<file path="src/rtl/serv_issue_ctrl.sv">
`default_nettype none
// ============================================================================
// serv_issue_ctrl : one-instruction-at-a-time sequencer for the bit-serial core
//   (fetch, decode strobe, init/run passes, mem/shift waits).
//   Optional trap pass enabled by defining SERV_ISSUE_TRAP_EN.
// Revision: 1.0
// ============================================================================
module serv_issue_ctrl #(
  parameter int CNT_W = 5
) (
  input  logic             clk,
  input  logic             i_rst_n,
  output logic             o_ibus_cyc,
  input  logic             i_ibus_ack,
  output logic             o_wb_en,
  input  logic             i_mem_op,
  input  logic             i_shift_op,
  input  logic             i_slt_op,
  input  logic             i_branch_op,
  input  logic             i_rd_op,
  input  logic             i_e_op,
  input  logic             i_sh_done,
  output logic             o_dbus_cyc,
  input  logic             i_dbus_ack,
  input  logic             i_mem_misalign,
  input  logic             i_jmp_misalign,
  output logic [CNT_W-1:0] o_cnt,
  output logic             o_cnt_en,
  output logic             o_cnt_done,
  output logic             o_init,
  output logic             o_run,
  output logic             o_rd_wen,
  output logic             o_pc_en,
  output logic             o_trap
);

  typedef enum logic [2:0] {
    S_FETCH    = 3'd0,
    S_DECODE   = 3'd1,
    S_INIT     = 3'd2,
    S_WAIT_MEM = 3'd3,
    S_WAIT_SH  = 3'd4,
    S_RUN      = 3'd5
`ifdef SERV_ISSUE_TRAP_EN
    , S_TRAP   = 3'd6
`endif
  } state_t;

  state_t           r_state;
  state_t           w_state_nxt;
  logic [CNT_W-1:0] r_cnt;
  logic [CNT_W-1:0] w_cnt_nxt;
  logic             r_ibus_cyc;
  logic             w_ibus_cyc_nxt;
  logic             r_dbus_cyc;
  logic             w_dbus_cyc_nxt;
  logic             w_two_stage;
  logic             w_cnt_last;
  logic             w_trap_pass;

  always_ff @(posedge clk or negedge i_rst_n) begin
    if (!i_rst_n) begin
      r_state    <= S_FETCH;
      r_cnt      <= '0;
      r_ibus_cyc <= 1'b0;
      r_dbus_cyc <= 1'b0;
    end else begin
      r_state    <= w_state_nxt;
      r_cnt      <= w_cnt_nxt;
      r_ibus_cyc <= w_ibus_cyc_nxt;
      r_dbus_cyc <= w_dbus_cyc_nxt;
    end
  end

  assign w_two_stage = i_mem_op | i_shift_op | i_slt_op | i_branch_op;
  assign w_cnt_last  = &r_cnt;

`ifdef SERV_ISSUE_TRAP_EN
  assign w_trap_pass = (r_state == S_TRAP);
`else
  logic w_unused_misalign;
  assign w_trap_pass       = 1'b0;
  assign w_unused_misalign = i_mem_misalign ^ i_jmp_misalign;
`endif

  assign o_ibus_cyc = r_ibus_cyc;
  assign o_dbus_cyc = r_dbus_cyc;
  assign o_cnt      = r_cnt;
  assign o_init     = (r_state == S_INIT);
  assign o_run      = (r_state == S_RUN);
  assign o_trap     = w_trap_pass;
  assign o_cnt_en   = o_init | o_run | o_trap;
  assign o_cnt_done = o_cnt_en & w_cnt_last;
  assign o_pc_en    = o_run | o_trap;
  // ecall only reaches RUN when the trap pass is compiled out; it must not write rd
  assign o_rd_wen   = o_run & i_rd_op & ~i_e_op;
  assign o_wb_en    = (r_state == S_FETCH) & r_ibus_cyc & i_ibus_ack;

  always_comb begin
    w_state_nxt    = r_state;
    w_cnt_nxt      = o_cnt_en ? (r_cnt + 1'b1) : r_cnt;
    w_ibus_cyc_nxt = r_ibus_cyc;
    w_dbus_cyc_nxt = r_dbus_cyc;
    case (r_state)
      S_FETCH: begin
        if (!r_ibus_cyc) begin
          w_ibus_cyc_nxt = 1'b1;
        end else if (i_ibus_ack) begin
          w_ibus_cyc_nxt = 1'b0;
          w_state_nxt    = S_DECODE;
        end
      end
      S_DECODE: begin
        if (w_two_stage) begin
          w_state_nxt = S_INIT;
        end else begin
          w_state_nxt = S_RUN;
        end
`ifdef SERV_ISSUE_TRAP_EN
        if (i_e_op) begin
          w_state_nxt = S_TRAP;
        end
`endif
      end
      S_INIT: begin
        if (w_cnt_last) begin
          if (i_mem_op) begin
            w_state_nxt    = S_WAIT_MEM;
            w_dbus_cyc_nxt = 1'b1;
          end else if (i_shift_op) begin
            w_state_nxt = S_WAIT_SH;
          end else begin
            w_state_nxt = S_RUN;
          end
`ifdef SERV_ISSUE_TRAP_EN
          // a misaligned access or jump never issues its bus cycle
          if ((i_mem_op & i_mem_misalign) | (i_branch_op & i_jmp_misalign)) begin
            w_state_nxt    = S_TRAP;
            w_dbus_cyc_nxt = 1'b0;
          end
`endif
        end
      end
      S_WAIT_MEM: begin
        if (r_dbus_cyc & i_dbus_ack) begin
          w_dbus_cyc_nxt = 1'b0;
          w_state_nxt    = S_RUN;
        end
      end
      S_WAIT_SH: begin
        if (i_sh_done) begin
          w_state_nxt = S_RUN;
        end
      end
      S_RUN: begin
        if (w_cnt_last) begin
          w_state_nxt = S_FETCH;
        end
      end
`ifdef SERV_ISSUE_TRAP_EN
      S_TRAP: begin
        if (w_cnt_last) begin
          w_state_nxt = S_FETCH;
        end
      end
`endif
      default: begin
        w_state_nxt    = S_FETCH;
        w_ibus_cyc_nxt = 1'b0;
        w_dbus_cyc_nxt = 1'b0;
      end
    endcase
  end

endmodule
`default_nettype wire
</file>
<file path="config.mk">
export PLATFORM = sky130hd
export DESIGN_NAME = serv_issue_ctrl
export DESIGN_NICKNAME = d
export VERILOG_FILES = /design/src/rtl/serv_issue_ctrl.sv
export SDC_FILE = /design/constraint.sdc
export NUM_CORES = 1
export LEC_CHECK = 0
export ABC_AREA = 0
export CORE_MARGIN = 5
export CORE_UTILIZATION = 36
export CTS_CLUSTER_DIAMETER = 60
export DETAILED_ROUTE_END_ITERATION = 8
export PLACE_DENSITY = 0.7
export SETUP_SLACK_MARGIN = 0.05
export SLEW_MARGIN = 20
export SYNTH_ARGS = -nofsm -noshare
export SYNTH_HDL_FRONTEND = slang
export SYNTH_SLANG_ARGS = --single-unit
</file>
<file path="constraint.sdc">
create_clock -name clk -period 1.6 [get_ports clk]
set_input_delay 0.32 -clock clk [delete_from_list [all_inputs] [get_ports clk]]
set_output_delay 0.32 -clock clk [all_outputs]
set_load 0.1 [all_outputs]
</file>
==> impl_metrics.json, run 1 <==
{
  "syn-num-nets": 82,
  "overflow": 0,
  "gp_congestion": 0.7204,
  "layout_min_cycle_time_ns": 1.844,
  "h-tree-depth": 1,
  "worstPathCellList": "ha_4 > and3_4 > ha_4 > and2_4 > buf_12",
  "grt_antenna_before_repair": 0,
  "final_core_util": 0.7830,
  "cts_buffers": 3,
  "rr_startpoint": "o_cnt[0]",
  "cp_top_family": "flip-flops",
  "clkTransAtPathRegs_ns": 0.07,
  "cts_tree": "yes",
  "final-seq-area_um2": 264.0,
  "yosys_warnings": 0,
  "path_common_cell": "ha_4",
  "core_mm2": 0.001689,
  "syn-instance-count": 67,
  "rsz0062_at_grt": "true",
  "syn_avg_cell_area_um2": 9.356,
  "clock_path_buffers": 2,
  "post-route-worst-setup-slack_ns": -0.2442,
  "io_pins": 28,
  "synth_top_area_share": 0.3992,
  "antenna_cells": 0,
  "grt_pass1_vias": 705,
  "multi_input_area_um2": 417.9,
  "num_rows": 15,
  "worstSetupPathType": "register to primary output",
  "setup_viol": 9,
  "die_h_um": 51.73,
  "worst_r2r_endpoint": "r_state[0]",
  "cap_violations": 0,
  "cts_sinks": 10,
  "max_stage_delay_ns": 0.49,
  "nNetsFinal": 129,
  "grt_usage": 0.1524,
  "drc": 0,
  "die_width_um": 51.73,
  "first_pass_iters": 4,
  "ys_seq_area_frac": 0.3992,
  "cp.arrival_ns": 1.52,
  "ys_types": 32,
  "holdCritPathClass": "input port to asynchronous set/reset pin",
  "clock_latency_ns": 0.26,
  "required_ns": 1.28,
  "fmax_mhz": 542.2,
  "avgRoutedWirePerCell_um": 14.68,
  "worstSetupPathDepth": 5,
  "min_period_over_period": 1.153,
  "crit_fanout": 4,
  "start_kind": "register",
  "hold_viol": 0,
  "nFillCells": 110,
  "wl_mm": 1.909,
  "drv_slew": 0,
  "antenna_left": 0,
  "r2r_slack_ns": -0.19,
  "vias": 711,
  "grt_pass1_wl_mm": 3.036,
  "status": "complete, but fails checks",
  "layout-drive-gt1-share": 0.5487,
  "critPathBufInv": 1,
  "endpoint_kind": "primary output",
  "grt_max_degree": 11,
  "skew_ns": 0.007960,
  "ys_seq_elements": 10,
  "endpoint": "o_cnt_done",
  "critPathLaunch": "o_cnt[0]",
  "ff2ff_path_depth": 6,
  "cts_hold_buf": 0,
  "synth_top_area_cell": "dfrtp_1",
  "drt_iter0_drc": 31,
  "slowest_stage": "dfrtp_4",
  "start_util": 0.3711,
  "syn_to_final_growth_pct": 111.0,
  "hpwl_mm": 1.247,
  "violations": "negative setup slack",
  "syn-cell-area_um2": 626.9,
  "dieArea_mm2": 0.002676,
  "cts_root_buffer": "clkbuf_4",
  "ys_top_cells_by_area": "dfrtp_1 40%, a21oi_1 4.0%, and3_1 4.0%",
  "numPortBuffers": 24,
  "viasPerCell": 5.469
}
## stage by stage
step / cells / TNS, ns / cell area, um2 / setup slack, ns / hold slack [ns]
after CTS: 129 / -1.064 / 1311 / -0.2418 / 0.3803
after global routing: 130 / -1.726 / 1323 / -0.2781 / 0.3935
after floorplan: 67 / -2.987 / 735.7 / -0.4703 / 0.02441
after global placement: 113 / -0.3473 / 1151 / -0.1713 / 0.5667
final: 130 / -1.141 / 1323 / -0.2442 / 0.3535
after detailed placement: 113 / -0.4027 / 1151 / -0.1923 / 0.5774
## layout make-up
| class | instances | area share |
|---|---|---|
| Clock buffer | 4 | 0.02744 |
| Inverter | 3 | 0.01135 |
| Multi-Input combinational cell | 49 | 0.3160 |
| Sequential cell | 10 | 0.1996 |
| Tap cell | 17 | 0.01608 |
| Timing Repair Buffer | 47 | 0.4295 |
## sequential cells by signal (all words and copies together) (netlist names)
name	cells
r_state	3
o_dbus_cyc	1
o_cnt	5
o_ibus_cyc	1
## logic make-up (layout without fill, tap and decap cells)
family,count (synthesis),in the layout,synth area share
AND/OR/NAND/NOR,24,24,0.2196
AO/OA/AOI/OAI,17,17,0.1816
flip-flops,10,10,0.3992
buffers and inverters,8,54,0.07584
XOR/XNOR,3,3,0.04192
adder cells (fa/ha/maj),2,2,0.03991
multiplexers,2,2,0.03593
other,1,1,0.005982
## per-layer routing
layer,vias up,share of wire,routed length [um],global-route usage
met1,339,0.39,743,0.1838
met3,6,0.062,119,0.03152
met4,0,0.016,31,0.04803
li1,328,-,-,-
met5,-,0,0,0
met2,38,0.53,1014,0.2691
## cell usage in the layout, fill, tap and decap left out, types with 3 or more instances in the layout
cell and instances:
buf_4 19, buf_12 14, clkdlybuf4s50_1 10, a21oi_1 5, dfrtp_1 5, buf_6 4
nor2_4 3, and3_1 3, nor2_1 3, clkbuf_4 3, dfrtp_4 3
## cells in the mapped netlist
cell and n:
ha_1 2, a21boi_1 1, mux2_2 2, xnor2_1 2, a21oi_1 5, inv_1 3
buf_6 1, dfrtp_1 10, conb_1 1, o21ai_0 1, nor4_1 1, nand2_1 3
nor3b_1 1, nand4_1 1, o22ai_1 2, nor2b_1 1, and3_1 4, buf_4 2
nand2b_4 1, nor2_1 6, buf_2 2, and2_1 3, a211oi_1 2, a31oi_1 1
xor2_1 1, o21ai_2 1, nand2b_1 2, nand3b_1 1, a21o_1 1, o31ai_1 1
a32o_1 1, a211o_1 1
## what timing repair did
| item | in CTS | in global routing |
|---|---|---|
| setup buffers | 12 | 2 |
| setup endpoints to repair | 9 | 12 |
| cloned | 0 | 0 |
| pin swaps | 8 | 4 |
| resized for setup | 8 | 2 |
## worst min-delay path by stage
stage,to,slack (ns)
after floorplan,o_cnt[2],0.02
after detailed placement,o_cnt[2],0.58
after global routing,o_cnt[4],0.39
after CTS,o_cnt[0],0.38
after global placement,o_cnt[3],0.57
final,o_cnt[0],0.35
Power of run 1 is not shown: default switching activity piles up to over one toggle a cycle in this logic, so the estimate is an artifact.
==> inputs of run 2 (changes only) <==
- SLEW_MARGIN: 20 -> 30
==> results of run 2 <==
Same layout as run 1: the final DEF is identical, and so are final timing and power.
Power of run 2 is left out for the same reason.
==> inputs of run 3 (changes only) <==
- ABC_AREA: 0 -> default
- CORE_UTILIZATION: 36 -> 38
- CTS_BUF_LIST: default -> sky130_fd_sc_hd__clkbuf_4
- MAX_ROUTING_LAYER: default -> met4
- PLACE_DENSITY: 0.7 -> 0.74
==> run 3 against run 2 <==
The run still ends with negative setup slack left. Setup slack worse by 0.022 ns. Via count grew 3.4%. Final cell count increased by 4.6%.
==> impl_metrics.json, run 3 (synthesized netlist as in run 1, its figures left out) <==
{
  "nNetsFinal": 136,
  "worstPathCellList": "ha_4 > and3_4 > ha_4 > buf_6 > and2_4 > a211oi_2 > a21oi_1 > a32o_1",
  "hpwl_mm": 1.382,
  "grt_pass1_wl_mm": 3.443,
  "numPortBuffers": 24,
  "cts_tree": "yes",
  "hold_viol": 0,
  "worstSetupPathType": "register to register",
  "crit_fanout": 3,
  "cp_top_family": "compound AO/OA/AOI/OAI gates",
  "layout_min_cycle_time_ns": 1.866,
  "num_rows": 14,
  "stdcell_count": 136,
  "layout-drive-gt1-share": 0.5917,
  "die_h_um": 50.62,
  "start_util": 0.4067,
  "grt_pass1_vias": 744,
  "syn_to_final_growth_pct": 120.2,
  "gp_congestion": 0.8921,
  "vias": 735,
  "cp.arrival_ns": 2.02,
  "final_cell_mix": "23 x buf_4, 14 x buf_12, 10 x clkdlybuf4s50_1, 7 x buf_6",
  "die_width_um": 50.62,
  "cts_buffers": 3,
  "grt_usage": 0.1819,
  "place_area_mm2": 0.001157,
  "slowest_stage": "dfrtp_4",
  "post-route-worst-setup-slack_ns": -0.2663,
  "cap_violations": 0,
  "holdCritPathClass": "input port to asynchronous set/reset pin",
  "min_period_over_period": 1.166,
  "clock_latency_ns": 0.27,
  "start_kind": "register",
  "mostFrequentLayoutCell": "buf_4",
  "wl_mm": 2.240,
  "skew_ns": 0.006388,
  "cts_sinks": 10,
  "final-seq-area_um2": 264.0,
  "core_mm2": 0.001541,
  "status": "complete, but fails checks",
  "largest_reg_flops": 5,
  "cts_root_buffer": "clkbuf_4",
  "io_pins": 28,
  "clock_path_buffers": 2,
  "first_pass_iters": 4,
  "clkTransAtPathRegs_ns": 0.07,
  "setup_viol": 10,
  "ff2ff_path_depth": 8,
  "r2r_slack_ns": -0.27,
  "fmax_mhz": 535.8,
  "drt_iter0_drc": 23,
  "drc": 0,
  "multi_input_area_um2": 422.9,
  "drv_slew": 0,
  "nFillCells": 73,
  "rr_startpoint": "o_cnt[1]",
  "hold_slack_ns": 0.3550,
  "viasPerCell": 5.404,
  "critPathLaunch": "o_cnt[1]",
  "path_common_cell": "ha_4",
  "critPathBufInv": 1,
  "endpoint_kind": "register",
  "antenna_cells": 0,
  "numPlacedInstances": 113,
  "max_stage_delay_ns": 0.49,
  "avgRoutedWirePerCell_um": 16.47,
  "overflow": 0,
  "h-tree-depth": 1,
  "dieArea_mm2": 0.002562,
  "rsz0062_at_grt": "true",
  "final_cell_area_mm2": 0.001380,
  "violations": "negative setup slack",
  "worst_r2r_endpoint": "r_state[0]",
  "grt_max_degree": 11,
  "required_ns": 1.76,
  "antenna_left": 0,
  "grt_antenna_before_repair": 0
}
run 3: area by class of cell:
| type | instances | area share |
|---|---|---|
| inverter | 3 | 0.01088 |
| clock buffer | 3 | 0.01632 |
| clock inverter | 1 | 0.002720 |
| sequential | 10 | 0.1913 |
| multi-input combinational | 49 | 0.3064 |
| tap | 16 | 0.01451 |
| timing repair buffer | 54 | 0.4578 |
run 3: worst max-delay path by stage:
| stage | depth (start not counted) | endpoint | slack (ns) |
|---|---|---|---|
| 2_1_floorplan | 4 | o_cnt_done | -0.47 |
| 3_3_place_gp | 6 | r_state[0] | -0.15 |
| 3_5_place_dp | 6 | r_state[0] | -0.18 |
| 4_1_cts | 5 | o_cnt_done | -0.26 |
| 5_1_grt | 8 | r_state[0] | -0.32 |
| 6_report | 8 | r_state[0] | -0.27 |
run 3: worst register-to-register path: cells and delay by family, from the launching register on:
family                     cells  cell delay [ns]
buffers and inverters          1             0.11
and+or+nand+nor                2             0.27
DFF                            1             0.49
AOI/OAI and AO/OA              3             0.56
adders and majority gates      2             0.33
run 3: repair_timing:
item | in CTS | in global routing
endpoints found under the setup margin | 10 | 14
pin swaps | 9 | 8
buffers inserted | 14 | 8
hold buffers | 0 | 0
gates cloned | 0 | 0
gates resized for setup | 12 | 4
endpoints found under the hold margin | 0 | 0
run 3: metrics by stage:
step           utilization  setup WS (ns)  TNS (ns)
6_report            0.8953        -0.2663    -1.453
5_1_grt             0.8953        -0.3197    -2.162
4_1_cts             0.8644        -0.2617    -1.115
3_5_place_dp        0.7508        -0.1810   -0.5133
3_3_place_gp        0.7508        -0.1518   -0.4081
2_1_floorplan            -        -0.4703    -2.987
run 3: metal layers:
layer	GRT usage	vias to the layer above	wire length, um
li1	-	343	-
met3	0.06805	2	145
met4	0.04681	0	19
met1	0.2004	359	851
met2	0.3058	31	1224
met5	-	-	0
Power of run 3 is left out for the same reason.
